File: src/rtl/alu_ctrl_pkg.sv
// Shared definitions for the two-requester ALU sharing controller:
// op codes, flag bit positions and controller states.
package alu_ctrl_pkg;

  localparam int NOPS = 10;

  typedef enum logic [3:0] {
    OP_AND = 4'd0,
    OP_OR  = 4'd1,
    OP_ADD = 4'd2,
    OP_DIV = 4'd3,
    OP_SHL = 4'd4,
    OP_NOT = 4'd5,
    OP_SUB = 4'd6,
    OP_XOR = 4'd7,
    OP_LSH = 4'd8,
    OP_RSH = 4'd9
  } op_e;

  localparam int FLG_N = 3;
  localparam int FLG_Z = 2;
  localparam int FLG_C = 1;
  localparam int FLG_V = 0;

  typedef enum logic [1:0] {
    IDLE = 2'd0,
    EXEC = 2'd1,
    RESP = 2'd2
  } state_e;

endpackage

File: src/rtl/alu_share_ctrl_rr_arb2.sv
// Two-way round-robin arbiter; a lone request always wins, a tie goes to
// the requester named by pointer.
module rr_arb2 (
  input  logic [1:0] request,
  input  logic       pointer,
  input  logic       enable,
  output logic [1:0] grant,
  output logic       index
);

  always_comb begin
    // NOTE: defaults first so every path assigns every output; no latches.
    grant = 2'b00;
    index = 1'b0;
    if (enable) begin
      case (request)
        2'b01: begin
          grant = 2'b01;
          index = 1'b0;
        end
        2'b10: begin
          grant = 2'b10;
          index = 1'b1;
        end
        2'b11: begin
          grant = pointer ? 2'b10 : 2'b01;
          index = pointer;
        end
        default: begin
          grant = 2'b00;
          index = 1'b0;
        end
      endcase
    end
  end

endmodule

File: src/rtl/alu_share_ctrl.sv
// Time-shares one external combinational ALU between two requesters with
// round-robin grant, registered ALU inputs and per-requester chain carry.
module alu_share_ctrl
  import alu_ctrl_pkg::*;
#(
  parameter int W    = 8,
  parameter int NOPS = alu_ctrl_pkg::NOPS
) (
  input  logic                clk,
  input  logic                rst_n,
  input  logic [1:0]          req_valid,
  output logic [1:0]          req_ready,
  input  logic [1:0][3:0]     req_op,
  input  logic [1:0][W-1:0]   req_a,
  input  logic [1:0][W-1:0]   req_b,
  input  logic [1:0]          req_chain,
  output logic [1:0]          rsp_valid,
  input  logic [1:0]          rsp_ready,
  output logic [W-1:0]        rsp_result,
  output logic [3:0]          rsp_flags,
  output logic                rsp_err,
  output logic [W-1:0]        alu_a,
  output logic [W-1:0]        alu_b,
  output logic                alu_flag_in,
  output logic [3:0]          alu_control,
  input  logic [W-1:0]        alu_result,
  input  logic [3:0]          alu_flags
);

  localparam logic [4:0] OP_LIMIT = 5'(NOPS);

  state_e     state_q, state_d;
  logic [1:0] grant;
  logic       grant_idx;
  logic       g_q;
  logic       err_q;
  logic       rr_q;
  logic [1:0] carry_q;
  logic       handshake;

  rr_arb2 u_arb (
    .request (req_valid),
    .pointer (rr_q),
    .enable  (state_q == IDLE),
    .grant   (grant),
    .index   (grant_idx)
  );

  assign req_ready = grant;
  assign rsp_valid = (state_q == RESP) ? (g_q ? 2'b10 : 2'b01) : 2'b00;
  assign handshake = (state_q == RESP) && rsp_ready[g_q];

  always_ff @(posedge clk) begin
    // NOTE: sequential state uses non-blocking assignment only.
    if (!rst_n) state_q <= IDLE;
    else        state_q <= state_d;
  end

  always_comb begin
    state_d = state_q;
    case (state_q)
      IDLE:    if (|grant) state_d = EXEC;
      EXEC:    state_d = RESP;
      RESP:    if (handshake) state_d = IDLE;
      default: state_d = IDLE;
    endcase
  end

  // ALU inputs only change on accept, so the ALU sees stable operands in
  // EXEC and nothing toggles while a response waits.
  always_ff @(posedge clk) begin
    if (!rst_n) begin
      g_q         <= 1'b0;
      err_q       <= 1'b0;
      rr_q        <= 1'b0;
      carry_q     <= 2'b00;
      alu_a       <= '0;
      alu_b       <= '0;
      alu_control <= '0;
      alu_flag_in <= 1'b0;
      rsp_result  <= '0;
      rsp_flags   <= '0;
      rsp_err     <= 1'b0;
    end else begin
      if (state_q == IDLE && |grant) begin
        g_q         <= grant_idx;
        alu_a       <= req_a[grant_idx];
        alu_b       <= req_b[grant_idx];
        alu_control <= req_op[grant_idx];
        alu_flag_in <= req_chain[grant_idx] & carry_q[grant_idx];
        err_q       <= ({1'b0, req_op[grant_idx]} >= OP_LIMIT);
      end
      if (state_q == EXEC) begin
        rsp_result <= err_q ? '0 : alu_result;
        rsp_flags  <= err_q ? '0 : alu_flags;
        rsp_err    <= err_q;
      end
      if (handshake) begin
        if (!err_q) carry_q[g_q] <= rsp_flags[FLG_C];
        rr_q <= ~g_q;
      end
    end
  end

endmodule

File: config.mk
export PLATFORM = sky130hd
export DESIGN_NAME = alu_share_ctrl
export DESIGN_NICKNAME = d
export VERILOG_FILES = /design/src/rtl/alu_ctrl_pkg.sv /design/src/rtl/alu_share_ctrl_rr_arb2.sv /design/src/rtl/alu_share_ctrl.sv
export SDC_FILE = /design/constraint.sdc
export NUM_CORES = 1
export LEC_CHECK = 0
export BUFFER_PORTS_ARGS = -buffer_cell sky130_fd_sc_hd__buf_2
export CAP_MARGIN = 20
export CORE_ASPECT_RATIO = 0.7
export CORE_MARGIN = 2
export CORE_UTILIZATION = 44
export CTS_CLUSTER_DIAMETER = 60
export CTS_CLUSTER_SIZE = 8
export DETAILED_ROUTE_END_ITERATION = 6
export PLACE_DENSITY_LB_ADDON = 0.08
export SYNTH_ARGS = -nofsm -noshare
export SYNTH_HDL_FRONTEND = slang
export SYNTH_SLANG_ARGS = --single-unit
File: constraint.sdc
create_clock -name clk -period 4 [get_ports clk]
set_clock_uncertainty 0.1 [all_clocks]
set_input_delay 0.4 -clock clk [delete_from_list [all_inputs] [get_ports clk]]
set_output_delay 0.4 -clock clk [all_outputs]
set_load 0.005 [all_outputs]
==> flow_summary.yaml <==
clock_network:
  cts_max_path_buffers: 2
  cts.hold.buffers_added: 0
  post_cts_buffers: 0
  cts_tree: "done"
  ctsResizeCount: 0
  cts.sinks: 41
  clkTransAtPathRegs_ns: 0.08
  htree_num_levels: 2
  cts-root-buf: "clkbuf_8"
  cts_buffers: 5
  clk_latency_ns: 0.29
synthesis:
  ys_seq_area_share_pct: 42.1
  yosysWarnings: 0
  syn-cell-area_mm2: 0.00195
  synth.most_common_cell: "dfxtp_1"
  synth_top_area_share_pct: 42.1
  synth.avg_cell_area_um2: 8.63
  synth_top_area_cell: "dfxtp_1"
  synth-seq-cells: 41
  synth.area.top_cells: "dfxtp_1, a311oi_2, nand3_1"
  synth-main-ff-cell: "dfxtp_1"
  synth_edf_count: 0
  async_flop_share_pct: 0
  syn_nets: 286
  synth_cells: 226
  synth_cell_types: 29
  yosys-top-cells-count: "dfxtp_1, nand3_1, o21ai_0"
cells_and_area:
  antenna_cells: 0
  drive_gt1_share_pct: 42.3
  nets: 371
  postLayoutCoreUtil_pct: 59.9
  synthToLayoutAreaGrowth_pct: 32.3
detailed_routing:
  num_vias: 2033
  drtIter0Drc: 118
  drtAntennaViolNets: 0
  via_per_inst: 5.54
  dr.pass1.iters: 4
  wl_per_cell_um: 15.5
  remaining_drc_errors: 0
  wl_mm: 5.69
sta:
  tns_ns: 0
  fmax_mhz: 344
  tightestPinTransition_ns: 0.911
  setup_violations: 0
  rsz0062_at_grt: "false"
  maxSlewHeadroom_pct: 38.9
  fin_crit_sh_pct: 72.6
  fin_crit_ns: 2.90
  drv_slew: 0
  whs_ns: 0.230
  hold_viol: 0
global_routing:
  grt.total_usage_pct: 23.1
  grt_max_degree: 25
  antenna_found_initial: 0
  gr-total-overflow: 0
  grt_pass1_wl_mm: 9.07
  first_global_vias: 1797
floorplanning:
  die_w_um: 83.6
  die_h_um: 59.7
  num_rows: 20
  num_io_pins: 98
  initial_core_util_pct: 45.3
  dieArea_mm2: 0.00499
  core_area_mm2: 0.00430
job:
  drv_cap: 0
setup_path:
  worstSetupStartpointType: "flop"
  path_max_fanout: 23
  crit_arrival_ns: 2.40
  critPathCaptureType: "output pin"
  cp.required_ns: 3.50
  worstSetupPathType: "flop to output pin"
placed_design:
  dp.final_hpwl_mm: 3.80
  gp_congestion: 0.772
  io_buffer_count: 97
pwr:
  p_sw_share_pct: 29.2
  peakVddDrop_mv: 0.191
  seq_power_share_pct: 44.2
  pwr-share-clk_pct: 33.6
  internal_power_mw: 0.747
  power.switching_mw: 0.308
  power.density_mw_per_mm2: 409
  p_comb_share_pct: 22.2
  leakagePower_nw: 1.08
hold_path:
  min_path_type: "primary input to flop"
outcome:
  status: "complete, no violations"
sequential cells by signal, summed over array words and instances, names as in the netlist:
register,count
state_q,2
rsp_result,8
alu_flag_in,1
alu_control,4
alu_a,8
carry_q,2
alu_b,8
err_q,1
rr_q,1
g_q,1
rsp_flags,4
rsp_err,1
routing by layer:
metal | global-route usage, % | vias up | wire [um]
met4 | 5.53 | 0 | 48
met1 | 32.9 | 923 | 2740
met5 | 0 | - | 0
met3 | 6.49 | 6 | 481
li1 | - | 1006 | -
met2 | 35.0 | 98 | 2420
metrics by stage:
step                std cells  setup slack (ns)  cell area, um2  power, mW
floorplan                 226              2.23            1950      0.611
global placement          358              1.05            2430      0.701
detailed placement        358             0.993            2430      0.703
CTS                       366             0.749            2550       1.05
global route              367             0.989            2580       1.10
finish                    367              1.10            2580       1.06
cells in the final DEF (no fill, tap or decap), types with 2 or more instances in the layout:
cell and n:
nand4_1 2, a311oi_1 2, nor2_1 2, o31ai_1 2
inv_2 2, nor2b_1 3, nand3_1 34, dfxtp_1 41
buf_2 97, clkbuf_8 6, nor3_1 20, a21oi_1 18
nand2b_1 3, nand2_1 16, buf_4 3, o21ai_0 25
a311oi_2 19
path summary, 6_finish.rpt:
kind	start	end	slack (ns)	depth (start not counted)
hold reg to reg	rsp_result[4]	rsp_result[4]	0.36	2
hold / removal	rst_n	state_q[0]	0.23	2
setup reg to reg	state_q[0]	err_q	1.49	5
setup / recovery	state_q[1]	req_ready[1]	1.10	5
power groups by stage:
stage	Combinational, mW	Clock, mW	Sequential, mW
2_1_floorplan	0.137	0	0.475
3_3_place_gp	0.226	0	0.475
3_5_place_dp	0.229	0	0.475
4_1_cts	0.229	0.360	0.466
5_1_grt	0.259	0.375	0.470
6_report	0.234	0.355	0.466
cell type report:
cell class / count / area [um2]
inverter: 4 / 15.0
clock inverter: 2 / 37.5
tap: 55 / 68.8
clock buffer: 6 / 82.6
timing repair buffer: 101 / 536
sequential: 41 / 821
fill: 401 / 1720
multi-input combinational: 158 / 1020
cells by family after synthesis:
| group | count (synthesis) | synth area share (%) |
|---|---|---|
| AND/OR/NAND/NOR | 86 | 22.0 |
| AO/OA/AOI/OAI | 72 | 29.9 |
| flip-flops | 41 | 42.1 |
| buffers and inverters | 27 | 6.03 |
critical path, stage by stage, from the launching register on:
cell     delay [ns]
dfxtp_1        0.37
or3b_1         0.74
or2_1          0.56
buf_16         0.25
inv_2          0.07
buf_2          0.11
No activity file was read; power rests on OpenSTA's default activity.
